**config.mk**
```make
export PLATFORM = sky130hd
export DESIGN_NAME = stage_fetch
export DESIGN_NICKNAME = d
export VERILOG_FILES = /design/src/rtl/stage_fetch_pkg.sv /design/src/rtl/stage_fetch_fetch_buffer.sv /design/src/rtl/stage_fetch.sv
export SDC_FILE = /design/constraint.sdc
export NUM_CORES = 1
export LEC_CHECK = 0
export CORE_UTILIZATION = 45
export DETAILED_ROUTE_END_ITERATION = 6
export HOLD_SLACK_MARGIN = 0.02
export PLACE_DENSITY = 0.75
export SETUP_SLACK_MARGIN = 0.3
export SLEW_MARGIN = 20
export SYNTH_ARGS = -nofsm -noshare
export SYNTH_HDL_FRONTEND = slang
export SYNTH_SLANG_ARGS = --single-unit
```
**constraint.sdc**
```tcl
create_clock -name clk -period 5.5 [get_ports clk]
set_input_delay 1.1 -clock clk [delete_from_list [all_inputs] [get_ports clk]]
set_output_delay 1.1 -clock clk [all_outputs]
set_load 0.03 [all_outputs]
```
**src/rtl/stage_fetch_pkg.sv**
```systemverilog
// Shared constants and payload types for the fetch stage and its instruction queue.
package stage_fetch_pkg;

    localparam int unsigned XLEN = 32;

    localparam logic [XLEN-1:0] NOP_INSTR        = 32'h0000_0013;
    localparam logic [XLEN-1:0] RESET_PC_DEFAULT = 32'h0000_2000;

    localparam logic [1:0] PC_SEL_PLUS4  = 2'b00;
    localparam logic [1:0] PC_SEL_JUMP   = 2'b01;
    localparam logic [1:0] PC_SEL_BRANCH = 2'b10;

    typedef struct packed {
        logic [XLEN-1:0] pc;
        logic [XLEN-1:0] instr;
    } fetch_entry_t;

    function automatic logic [XLEN-1:0] align_word(input logic [XLEN-1:0] addr);
        return {addr[XLEN-1:2], 2'b00};
    endfunction

endpackage

```
**src/rtl/stage_fetch_fetch_buffer.sv**
```systemverilog
// In-order instruction queue holding {pc, instr} pairs; flush wins over push.
module fetch_buffer
    import stage_fetch_pkg::*;
#(
    parameter int unsigned DEPTH = 2
)(
    input  logic                   clk,
    input  logic                   rst,
    input  logic                   push,
    input  fetch_entry_t           push_data,
    input  logic                   pop,
    input  logic                   flush,
    output fetch_entry_t           head,
    output logic [$clog2(DEPTH):0] count
);

    localparam int unsigned PW = $clog2(DEPTH);
    localparam int unsigned CW = PW + 1;

    fetch_entry_t    mem [DEPTH];
    logic [PW-1:0]   rd_ptr;
    logic [PW-1:0]   wr_ptr;

    always_ff @(posedge clk or negedge rst) begin
        if (!rst) begin
            rd_ptr <= '0;
            wr_ptr <= '0;
            count  <= '0;
        end else if (flush) begin
            rd_ptr <= '0;
            wr_ptr <= '0;
            count  <= '0;
        end else begin
            if (push) wr_ptr <= wr_ptr + PW'(1);
            if (pop)  rd_ptr <= rd_ptr + PW'(1);
            count <= count + CW'(push) - CW'(pop);
        end
    end

    // Storage needs no reset: count gates every read.
    always_ff @(posedge clk) begin
        if (push && !flush) mem[wr_ptr] <= push_data;
    end

    assign head = mem[rd_ptr];

endmodule

```
**src/rtl/stage_fetch.sv**
```systemverilog
// Fetch stage: issues imem requests under a credit limit, queues responses, handles redirects.
// Optional FETCH_PERF_CNT_EN adds bubble/redirect performance counters.
module stage_fetch
    import stage_fetch_pkg::*;
#(
    parameter logic [XLEN-1:0] RESET_PC  = RESET_PC_DEFAULT,
    parameter int unsigned     BUF_DEPTH = 2
)(
    input  logic            clk,
    input  logic            rst,
    output logic            imem_req_valid,
    input  logic            imem_req_ready,
    output logic [XLEN-1:0] imem_req_addr,
    input  logic            imem_resp_valid,
    input  logic [XLEN-1:0] imem_resp_data,
    input  logic            stallD,
    input  logic [1:0]      pc_selD,
    input  logic [XLEN-1:0] branch_targetD,
    input  logic [XLEN-1:0] jump_targetD,
    output logic [XLEN-1:0] instrD,
    output logic [XLEN-1:0] pcD,
    output logic            validD
`ifdef FETCH_PERF_CNT_EN
    ,
    output logic [31:0]     perf_bubbles,
    output logic [31:0]     perf_redirects
`endif
);

    localparam int unsigned CW = $clog2(BUF_DEPTH) + 1;
    localparam int unsigned OW = CW + 1;

    logic [XLEN-1:0] fetch_pc;
    logic [XLEN-1:0] resp_pc;
    logic [XLEN-1:0] target;
    logic [CW-1:0]   outst;
    logic [CW-1:0]   drop_cnt;
    logic [CW-1:0]   count;
    logic [OW-1:0]   occupancy;
    logic            redir;
    logic            issue_hs;
    logic            resp_accept;
    logic            push;
    logic            pop;
    fetch_entry_t    head;
    fetch_entry_t    push_data;

    assign validD    = (count != '0);
    assign pop       = validD && !stallD;
    assign redir     = pop && (pc_selD != PC_SEL_PLUS4);
    assign target    = align_word((pc_selD == PC_SEL_BRANCH) ? branch_targetD : jump_targetD);
    assign occupancy = OW'(outst) + OW'(count);

    // Request valid depends only on registered credit state and redirect, never on ready.
    assign imem_req_valid = rst && (occupancy < OW'(BUF_DEPTH)) && !redir;
    assign imem_req_addr  = fetch_pc;
    assign issue_hs       = imem_req_valid && imem_req_ready;

    assign resp_accept = imem_resp_valid && (outst != '0);
    assign push        = resp_accept && (drop_cnt == '0);
    assign push_data   = '{pc: resp_pc, instr: imem_resp_data};

    assign instrD = validD ? head.instr : NOP_INSTR;
    assign pcD    = validD ? head.pc : '0;

    always_ff @(posedge clk or negedge rst) begin
        if (!rst) begin
            fetch_pc <= RESET_PC;
            resp_pc  <= RESET_PC;
            outst    <= '0;
            drop_cnt <= '0;
        end else begin
            outst <= outst + CW'(issue_hs) - CW'(resp_accept);
            if (redir) begin
                fetch_pc <= target;
                resp_pc  <= target;
                drop_cnt <= outst + drop_cnt - CW'(resp_accept);
            end else begin
                if (issue_hs) fetch_pc <= fetch_pc + XLEN'(4);
                if (resp_accept) begin
                    if (drop_cnt != '0) drop_cnt <= drop_cnt - CW'(1);
                    else                resp_pc  <= resp_pc + XLEN'(4);
                end
            end
        end
    end

    fetch_buffer #(
        .DEPTH (BUF_DEPTH)
    ) u_fetch_buffer (
        .clk       (clk),
        .rst       (rst),
        .push      (push),
        .push_data (push_data),
        .pop       (pop),
        .flush     (redir),
        .head      (head),
        .count     (count)
    );

`ifdef FETCH_PERF_CNT_EN
    // Saturating event counters.
    always_ff @(posedge clk or negedge rst) begin
        if (!rst) begin
            perf_bubbles   <= '0;
            perf_redirects <= '0;
        end else begin
            if (!validD && !stallD && (perf_bubbles != '1))
                perf_bubbles <= perf_bubbles + 32'd1;
            if (redir && (perf_redirects != '1))
                perf_redirects <= perf_redirects + 32'd1;
        end
    end
`endif

endmodule

```
# Word level (Yosys, flattened, before mapping)
# Memories as Yosys holds them, arrays and structs flattened.
# Index checks and enable logic that the tools add are counted.
classes:
  addsub: 12
  magnitude_cmp: 1
  n_eq_ne: 2
  muxes: 18
  n_reduce_logical: 22
ops:
  columns: ["operator", "n"]
  rows:
  - ["32-bit 2-to-1 mux", 8]
  - ["32-bit by 3-bit adder with 32-bit output, second input constant", 2]
  - ["2-bit nonzero test", 9]
  - ["1-bit logical AND", 8]
  - ["2-bit 2-to-1 mux", 4]
  - ["1-bit 2-to-1 mux", 6]
  - ["2-bit by 1-bit subtractor with 2-bit output", 3]
  - ["2-bit by 1-bit adder with 2-bit output", 2]
  - ["2-bit AND reduction", 2]
  - ["2-bit by 2-bit adder with 3-bit output", 1]
  - ["3-bit by 2-bit less-than comparator with 1-bit output, second input constant", 1]
  - ["1-bit adder, second input constant", 2]
  - ["2-bit adder", 1]
  - ["2-bit == test, second input constant", 1]
  - ["1-bit zero test", 2]
  - ["2-bit zero test", 1]
  - ["2-bit by 1-bit != test with 1-bit output, second input constant", 1]
  - ["2-bit by 1-bit subtractor with 2-bit output, second input constant", 1]
word_totals:
  register_bits: 72
  ram_bits: 128
  input_bits: 103
  output_inout_bits: 98
  wordCells: 63
  mem_count: 1
memory_table:
  columns: ["name", "depth", "width", "read_ports", "rd_clocked_by_memory_dff", "write_ports", "line_no", "text"]
  rows:
  - ["u_fetch_buffer.mem", 2, 64, 1, 0, 1, "stage_fetch_fetch_buffer.sv:20", "fetch_entry_t mem [DEPTH];"]

# Logic depth before layout (Yosys ltp)
# Gate-level depths: netlist of run 1.
depth:
  depth_word: 8
  mapped_depth: 11
  ltp_nobuf: 10

# By module
# From an unflattened synthesis of run 1, not the netlist that was laid out.
unflattened:
  cells_unflattened: 744
  area_unflattened_um2: 9504.1
by_module_without_submodules:
  columns: ["module", "instances", "cells_per_inst", "area_per_inst_um2", "seq_area_each_um2"]
  rows:
  - ["fetch_buffer", 1, 216, 5027.3, 3943.8]
  - ["stage_fetch", 1, 528, 4476.8, 1604.0]

# Least setup slack after synthesis of run 1
# Ideal clock, no wire load.
synth_timing:
  path_kind: "input -> register"
  start: "in pc_selD[1]"
  end: "mem u_fetch_buffer.mem[0][0] (netlist bit), enable pin"
  setup_ns: 0.558
  arrival_time_ns: 5.851
  t_required_ns: 4.942
  setup_slack_ns: -0.908
  cell_stages: 4
  path_buffers: 1
  path_cell_list: "nor2_1 -> nor3_2 -> clkbuf_1 -> nor3_1"
synth_between:
  elab_chain_cells: 6
synth_rtl:
  columns: ["element", "line_no", "text"]
  rows:
  - ["from (decl)", "stage_fetch.sv:17", "input logic [1:0] pc_selD,"]
  - ["2-bit nonzero test", "stage_fetch.sv:50", "assign redir = pop && (pc_selD != PC_SEL_PLUS4);"]
  - ["1-bit logical AND", "stage_fetch.sv:50", null]
  - ["1-bit zero test", "stage_fetch_fetch_buffer.sv:42", "if (push && !flush) mem[wr_ptr] <= push_data;"]
  - ["1-bit logical AND", "stage_fetch_fetch_buffer.sv:42", null]
  - ["1-bit 2-to-1 mux", "stage_fetch_fetch_buffer.sv:42", null]
  - ["1-bit 2-to-1 mux (not written as such)", "stage_fetch_fetch_buffer.sv:42", null]
  - ["to (decl)", "stage_fetch_fetch_buffer.sv:20", null]
# Every way passes these cells.

# Worst setup path in the final report of run 1
layout_timing:
  start: "in pc_selD[0]"
  end: "out imem_req_valid"
layout_between:
  elab_chain_cells: 4
layout_rtl:
  columns: ["element", "line_no", "text"]
  rows:
  - ["2-bit nonzero test", "stage_fetch.sv:50", null]
  - ["1-bit logical AND", "stage_fetch.sv:50", null]
  - ["1-bit zero test", "stage_fetch.sv:55", "assign imem_req_valid = rst && (occupancy < OW'(BUF_DEPTH)) && !redir;"]
  - ["1-bit logical AND", "stage_fetch.sv:55", null]
  - ["to (decl)", "stage_fetch.sv:11", "output logic imem_req_valid,"]
# Every way passes these cells.

==> impl_metrics.yaml, run 1 <==
job:
  max_cap_viol_count: 0
global_routing:
  grt_overflow_total: 0
  grt_use_met2_pct: 32.9
  grt_pass1_wl_mm: 31.5
  grt-busiest-layer: "met2"
  antenna_found_initial: 0
  grt_max_degree: 69
  first_global_vias: 6036
  grt_use_met1_pct: 26.6
  grtUsageMet3_pct: 5.80
  grtUsageTotal_pct: 20.4
worst_setup_path:
  required_ps: 4400
  worst_setup_path_start_kind: "input port"
  worst_setup_path_end_kind: "output pin"
  crit_fanout: 18
  r2r_start: "outst[0]"
  r2r_cells: 7
  rrSetupSlack_ps: 2610
  crit_arrival_ps: 2900
  r2r-end: "imem_req_addr[29]"
  criticalPathCategory: "in2out"
final_layout:
  fin_nets: 1022
  syn_to_final_growth_pct: 30.5
  antennaDiodeCount: 0
  finalNonFillerCells: 1187
  drive_above_1_share_pct: 7.70
die:
  dieHeight_um: 144
  num_io_pins: 201
  rows: 51
  dieArea_mm2: 0.0206
  start_util_pct: 46.1
  die_x_um: 144
  core_region_area_mm2: 0.0196
run_status:
  outcome: "finished clean"
drt:
  vias_per_cell: 5.30
  dr_total_vias: 6295
  wl_per_cell_um: 16.9
  ant_nets: 0
  drt_iter0_drc: 315
  first_pass_iters: 5
  drc: 0
  wl_mm: 20.1
yosys:
  ys_types: 62
  ys.flop_type: "edfxtp_1"
  synth.yosys.seq_area_share_pct: 60.1
  yosys-top-cells-area: "edfxtp_1 41%, dfrtp_1 18%, mux2i_1 7.5%"
  synth_area_leader_cell: "edfxtp_1"
  yosysMostFrequentCell: "edfxtp_1"
  yosys_register_bits: 192
  yosysTopAreaCellShare_pct: 41.2
  synthCells: 727
  synth_area_per_cell_um2: 12.4
  synth_area_mm2: 0.00903
  synth_edf_count: 124
  synth_warnings: 0
  synth-async-reset-ratio_pct: 35.4
  synth_common_cells: "124 x edfxtp_1, 79 x nor2_1, 68 x mux2i_1, 66 x dfrtp_1, 44 x a21oi_1"
place:
  numPortBuffers: 192
  place_congestion: 0.829
  dp_cells: 1155
  dpl.hpwl_mm: 13.9
timing:
  worst_pin_slew_ps: 902
  max_freq_mhz: 250
  min_period_ps: 4000
  setup_viol: 0
  skew_ps: 11.0
  whs_ps: 537
  maxSlewHeadroom_pct: 39.9
  setup_tns_ps: 0
  period_share_pct: 72.8
  slew_violations: 0
  rsz0062_at_grt: "no"
  hold_viol_final: 0
clock_network:
  cts_buffers: 17
  ctsResizeCount: 0
  max-clock-path-buffers: 2
  cts_sinks: 192
  ctsHoldBuffers: 0
  ctsHtreeMaxLevel: 4
  clk_pin_slew_ps: 70
  cts_tree: "yes"
  clock_latency_ps: 430
  cts_setup_buffers: 0
  cts_root_buf: "clkbuf_16"
worst_hold_path:
  min_path_cells: 0
  min-delay-path-class: "reg2reg"
  hold_end: "u_fetch_buffer.mem[1][42]"
  min-delay-start: "resp_pc[10]"
pwr:
  powerDensity_mw_per_mm2: 538
  leakagePower_uw: 0.00417
  ir_drop_v: 0.000345
area by class of cell:
| cell class | instances | area [µm²] |
|---|---|---|
| timing repair buffer | 201 | 2000 |
| multi-input combinational | 483 | 3400 |
| fill | 1610 | 7810 |
| clock inverter | 7 | 47.5 |
| sequential | 192 | 5430 |
| inverter | 14 | 52.6 |
| tap | 265 | 332 |
| clock buffer | 25 | 519 |
where the power goes:
part,switching [µW],leakage [µW],internal (µW)
Clock,507,0.000281,659
Combinational,1610,0.00199,1170
Sequential,458,0.00190,1940
routing by layer:
| metal | wire length, µm | part of all wire, % | vias up |
|---|---|---|---|
| met5 | 0 | 0 | - |
| met4 | 272 | 1.4 | 0 |
| met3 | 1390 | 6.9 | 24 |
| met2 | 9490 | 47 | 218 |
| met1 | 8910 | 44 | 3021 |
| li1 | - | - | 3032 |
critical path: stages:
cell	delay [ps]
clkdlybuf4s50_1	480
nor2_1	180
nor3_2	60
buf_4	230
nor2_1	150
clkdlybuf4s50_1	690
flip-flops by register name (all words and copies together), names as in the netlist:
signal                 count
u_fetch_buffer.wr_ptr      1
u_fetch_buffer.mem       124
imem_req_addr             30
outst                      2
u_fetch_buffer.rd_ptr      1
resp_pc                   30
drop_cnt                   2
u_fetch_buffer.count       2
worst max path at each step:
stage,from,depth (start not counted),to
2_1_floorplan,pc_selD[1],4,u_fetch_buffer.mem[0][0]
3_3_place_gp,pc_selD[0],6,imem_req_valid
3_5_place_dp,pc_selD[0],6,imem_req_valid
4_1_cts,pc_selD[0],6,imem_req_valid
5_1_grt,pc_selD[0],6,imem_req_valid
6_report,pc_selD[0],6,imem_req_valid
placed cells by master (no fill, tap or decap), drive strengths merged, types with 2 or more instances in the layout:
cell type / netlist / layout
nor2b: 25 / 25
edfxtp: 124 / 124
a21oi: 44 / 44
buf: 23 / 10
clkinv: 0 / 4
dfrtp: 66 / 66
a211oi: 25 / 25
a21o: 3 / 3
mux2i: 68 / 68
clkdlybuf4s50: 0 / 191
and3: 8 / 8
or3: 4 / 4
xor2: 28 / 28
nor4: 12 / 12
nand4: 23 / 23
nor2: 80 / 80
and4: 8 / 8
o211ai: 2 / 2
o22ai: 2 / 2
conb: 1 / 4
clkbuf: 18 / 25
dfstp: 2 / 2
and2: 5 / 5
mux2: 3 / 3
ha: 9 / 9
inv: 14 / 16
a31oi: 3 / 3
nand3: 18 / 18
o2111ai: 3 / 3
xnor2: 29 / 29
o31ai: 2 / 2
o21ai: 8 / 8
nor3: 23 / 23
nand2: 28 / 28
logic make-up after synthesis:
family          share of synthesized area, %
xor+xnor                                5.53
fa+ha+maj                               1.47
flops                                   60.1
other cells                           0.0415
buf+inv                                 2.72
compound gates                          6.91
mux                                     7.91
simple gates                            15.3
through the flow:
| step | setup WS (ps) | util, % | power, µW | cell area [µm²] |
|---|---|---|---|---|
| detailed placement | 1520 | 57.2 | 5210 | 11200 |
| floorplan | 1030 | - | 4080 | 9050 |
| CTS | 1510 | 60.1 | 6390 | 11800 |
| finish | 1500 | 60.2 | 6340 | 11800 |
| global route | 1430 | 60.2 | 6710 | 11800 |
| global placement | 1500 | 57.2 | 5150 | 11200 |
Note: power is estimated with default switching activity, not from simulation.
==> run 2, diff against run 1 <==
PLACE_DENSITY = 0.73   (was 0.75)
clock period = 4 ns   (was 5.5 ns; I/O delays follow)
==> run 2 against run 1 <==
Compared with the run above:
- global-route usage decreased by 0.57 points
- largest power group unchanged
- critical endpoint unchanged
- cell count increased by 0.42%
- power increased by 39%
==> impl_metrics.yaml, run 2 (synthesis results as in run 1) <==
final_layout:
  finish.utilization_pct: 60.7
  finalNonFillerCells: 1192
  final_common_cell: "clkdlybuf4s50_1"
  fin_nets: 1027
  final_cell_mix: "191 x clkdlybuf4s50_1, 124 x edfxtp_1, 78 x nor2_1"
  largest_reg_flops: 124
  syn_to_final_growth_pct: 31.7
  antennaDiodeCount: 0
  drive_above_1_share_pct: 8.31
  largest-register: "u_fetch_buffer.mem"
  register_area_mm2: 0.00543
  nFillCells: 1585
  multiInputGateArea_mm2: 0.00340
clock_network:
  cts_root_buf: "clkbuf_16"
  clock_latency_ps: 420
  ctsResizeCount: 0
  cts_tree: "yes"
  ctsHtreeMaxLevel: 4
  cts_sinks: 192
  ctsHoldBuffers: 0
  cts_buffers: 17
  clk_pin_slew_ps: 70
  cts_setup_buffers: 0
  max-clock-path-buffers: 2
timing:
  min_period_ps: 3600
  maxSlewHeadroom_pct: 41.7
  slew_violations: 0
  skew_ps: 10.9
  whs_ps: 528
  period_share_pct: 90.0
  setup_tns_ps: 0
  rsz0062_at_grt: "no"
  setup_viol: 0
  max_freq_mhz: 278
  hold_viol_final: 0
  worst_pin_slew_ps: 874
worst_setup_path:
  max_stage_delay_ps: 690
  worst_setup_path_end_kind: "output pin"
  slowest_stage: "clkdlybuf4s50_1"
  startpoint: "outst[0]"
  crit_family: "simple AND/OR/NAND/NOR gates"
  crit_buf_inv: 1
  crit_fanout: 6
  crit_chain: "and2_1 -> fa_1 -> or3b_4 -> nor2_1 -> clkdlybuf4s50_1"
  criticalPathCategory: "reg2out"
  required_ps: 3200
  r2r_start: "outst[0]"
  crit_arrival_ps: 2800
  worst_setup_path_start_kind: "register"
run_status:
  outcome: "finished clean"
global_routing:
  first_global_vias: 5944
  grt_overflow_total: 0
  grtUsageMet3_pct: 5.16
  antenna_found_initial: 0
  grt_pass1_wl_mm: 30.8
  grt_use_met2_pct: 31.5
  grt_max_degree: 69
  grtUsageTotal_pct: 19.8
  grt_use_met1_pct: 26.0
  grt-busiest-layer: "met2"
worst_hold_path:
  min-delay-path-class: "reg2reg"
  min-delay-start: "resp_pc[31]"
die:
  dieHeight_um: 144
  core_region_area_mm2: 0.0196
  start_util_pct: 46.1
  rows: 51
  die_x_um: 144
  num_io_pins: 201
  dieArea_mm2: 0.0206
drt:
  first_pass_iters: 4
  vias_per_cell: 5.27
  drc: 0
  ant_nets: 0
  wl_per_cell_um: 16.7
  wl_mm: 19.9
  dr_total_vias: 6280
  drt_iter0_drc: 282
pwr:
  switching_power_uw: 3570
  ir_drop_v: 0.000371
  power_frac_comb_pct: 43.6
  p_seq_share_pct: 37.1
  p_int_uw: 5260
  p_clk_share_pct: 19.2
  power.total_uw: 8840
  swShare_pct: 40.4
  leakagePower_uw: 0.00423
  powerDensity_mw_per_mm2: 743
place:
  place_congestion: 0.885
  numPortBuffers: 192
  dpl.hpwl_mm: 14.1
  dp_cells: 1160
job:
  max_cap_viol_count: 0
[run 2: cell count changes in the layout (fill, tap and decap cells not counted), sizes merged]
cell and change:
bufinv +1, clkinv -3, inv +7, buf +5, clkbuf -5
[run 2: cell type report]
| cell class | instances | share of cell area (%) |
|---|---|---|
| inverter | 14 | 0.442 |
| timing repair buffer | 206 | 17.4 |
| multi-input combinational | 483 | 28.6 |
| tap | 265 | 2.79 |
| clock buffer | 20 | 4.11 |
| clock inverter | 12 | 0.968 |
| sequential | 192 | 45.7 |
[run 2: stage by stage]
stage,instance area (µm²),worst slack (ps)
2_1_floorplan,9050,517
3_3_place_gp,11300,731
3_5_place_dp,11300,696
4_1_cts,11900,368
5_1_grt,11900,310
6_report,11900,398
[run 2: worst paths after layout]
path	end	slack (ps)	depth (start not counted)
min in group asynchronous	imem_req_addr[29]	630	2
hold reg to reg	u_fetch_buffer.mem[1][63]	530	0
hold / removal	u_fetch_buffer.mem[1][63]	530	0
setup reg to reg	imem_req_addr[28]	1200	7
max in group asynchronous	u_fetch_buffer.rd_ptr	2730	2
setup / recovery	imem_req_valid	400	5
[run 2: metal layers]
metal,vias to the layer above,share of wire (%)
met5,-,0
met4,0,1.7
met3,21,7.4
met2,224,46
met1,2996,45
li1,3039,-
[run 2: power groups by stage]
| stage | logic (µW) | clock network [µW] | registers [µW] |
|---|---|---|---|
| final | 3860 | 1700 | 3280 |
| after global routing | 4150 | 1810 | 3350 |
| after CTS | 3890 | 1740 | 3280 |
| after detailed placement | 3870 | 0 | 3300 |
| after global placement | 3820 | 0 | 3280 |
| after floorplan | 2230 | 0 | 3380 |
==> variant (flow settings as in run 1) <==
Set the parameter `BUF_DEPTH` to 8 (it was 2).
--- a/src/rtl/stage_fetch.sv
+++ b/src/rtl/stage_fetch.sv
@@ -5,5 +5,5 @@
 #(
     parameter logic [XLEN-1:0] RESET_PC  = RESET_PC_DEFAULT,
-    parameter int unsigned     BUF_DEPTH = 2
+    parameter int unsigned     BUF_DEPTH = 8
 )(
     input  logic            clk,
Formal check against the unedited RTL: not equivalent (Yosys sat finds a counterexample within 4 cycles, from zero or initial values and one cycle with rst low).
==> variant against run 1 <==
  * Combinational power is 51% higher
  * Cell area increased by 140%
  * Sequential share of layout area up 13 points
  * Critical path type is now reg2out
  * Die area rose to 2.6 times the old value
  * Synthesized cell count grew 90%
  * Total power up 120%
  * Via count increased by 100%
  * Core utilization shrank 5.5 points
  * Global-route usage fell by 1.1 points
  * Wire length rose to 2.5 times the old value
  * Largest cell class unchanged
  * Register-to-register slack worse by 620 ps
  * Setup slack lost 440 ps
  * Critical endpoint is now instrD[21]
  * Sequential cell count is 382 higher
  * Highest routed layer unchanged
  * Synthesized area grew to 2.6 times the old value
==> variant: results (changes against run 1) <==
- First-pass GRT wire length: 78.0 mm (+150%)
- Commonest cells post-synth: edfxtp_1, mux4_2, nand2_1
- Drt first pass iters: 5 (unchanged)
- Placed Area: 26800 um^2 (+140%)
- P per Cell Area: 493 nW/um^2 (-8.4%)
- Crit-path max cell delay: 750 ps (+60 ps)
- Number of flops mapped to enable cells by yosys: 496 (+300%)
- Vias per inst: 5.55 (+4.7%)
- Crit Reg-Reg Startpoint: u_fetch_buffer.count[2]$_DFF_PN0_
- Critical path capture point: instrD[21]
- Sequential area share after synthesis: 70.6% (+10 points)
- Clk_skew: 22.2 ps (+11.2 ps)
- Total Wirelength: 50.8 mm (+150%)
- Pre-CTS setup slack: 1270 ps (-255 ps)
- Max Fanout on Critical Path: 59 (+41)
- Critical path's slowest cell: dfrtp_4
- Max Fclk: 0.225 GHz (-10%)
- Largest net degree at the start of global routing: 63 (-8.7%)
- Syn Area/Cell: 17.3 um^2 (+39%)
- Max FFs per register: 496 (+300%)
- R2r setup slk: 1990 ps (-620 ps)
- Fillers: 3980 (+150%)
- N_diodes: 0 (unchanged)
- Clock buffer depth: 3 (+1)
- Distinct cells, synth: 60 (-3.2%)
- Cts bufs inserted: 58 (+41)
- Worst path arrival time: 3350 ps (+450 ps)
- CTS Root Cell: clkbuf_16
- Static Leak: 9.36 nW (+120%)
- Run status: completed
- Synth top area cells: edfxtp_1, mux4_2, dfrtp_1
- Asr flop ratio synth: 13.6% (-22 points)
- Switching share of power: 32.2% (-8.4 points)
- Launch point of the worst path: u_fetch_buffer.rd_ptr[0]$_DFFE_PN0P_
- Worst r2r dst: u_fetch_buffer.mem[2][57]$_DFFE_PP_
- RePlAce Congestion: 0.820 (-1.1%)
- Peak supply drop: 0.000250 V (-27%)
- Dominant synthesized flop cell: edfxtp_1
- DRT iter0 DRCs: 885 (+180%)
- Cells on worst reg2reg path: 9 (+2)
- Fin nets: 1720 (+68%)
- # H-tree levels: 2 (-2)
- Clk Latency, worst-skew pair: 620 ps (+190 ps)
- Detailed-placement wirelength estimate: 29.8 mm (+110%)
- Total global routing track utilization: 19.2% (-1.1 points)
- Vias in the first global route: 13600 (+120%)
- Hold Crit Class: in2async
- Inst Count DP: 2217 (+92%)
- # port buffers: 192 (unchanged)
- Routed len/inst: 21.8 um (+29%)
- Layout cells sized above 1: 15.8% (+8.1 points)
- Worst-Margin Slew: 984 ps (+82.5 ps)
==> variant: cell families after synthesis <==
| group | synth area share (%) |
|---|---|
| flops | 70.6 |
| simple gates | 6.42 |
| mux | 14.6 |
| buf+inv | 1.94 |
| compound gates | 2.92 |
| xor+xnor | 1.94 |
| fa+ha+maj | 1.56 |
| other cells | 0.0157 |
==> variant: routing by layer <==
metal / wire length, um / GRT usage (%) / vias to the layer above
met3: 3140 / 3.68 / 71
met2: 25200 / 32.3 / 387
met4: 989 / 5.59 / 0
met5: 0 / 0 / -
met1: 21400 / 25.4 / 6625
li1: - / - / 5815
==> variant: final cells by class <==
class | instances | area (um^2) | area share, %
clock buffer | 75 | 1520 | 5.28
clock inverter | 32 | 404 | 1.41
inverter | 37 | 139 | 0.484
multi-input combinational | 696 | 6660 | 23.2
sequential | 574 | 16900 | 58.8
tap | 688 | 861 | 3.00
timing repair buffer | 222 | 2230 | 7.78
==> variant: power by group through the flow <==
stage	combinational, mW	clock [mW]	sequential, mW
final	4.20	3.95	5.98
after global routing	4.55	4.19	6.05
after CTS	4.27	4.03	5.97
after detailed placement	4.25	0	6.05
after global placement	4.18	0	6.00
after floorplan	2.67	0	5.96
==> variant: worst min-delay path by stage <==
stage                                  startpoint                      endpoint  slack [ps]  depth (start not counted)
final                                         rst  imem_req_addr[2]$_DFFE_PN0P_         470                          1
after detailed placement  drop_cnt[3]$_DFFE_PN0P_       drop_cnt[3]$_DFFE_PN0P_         470                          1
after CTS                                     rst  imem_req_addr[2]$_DFFE_PN0P_         460                          1
after global routing                          rst  imem_req_addr[2]$_DFFE_PN0P_         500                          1
after global placement    drop_cnt[3]$_DFFE_PN0P_       drop_cnt[3]$_DFFE_PN0P_         460                          1
after floorplan           drop_cnt[3]$_DFFE_PN0P_       drop_cnt[3]$_DFFE_PN0P_         450                          1
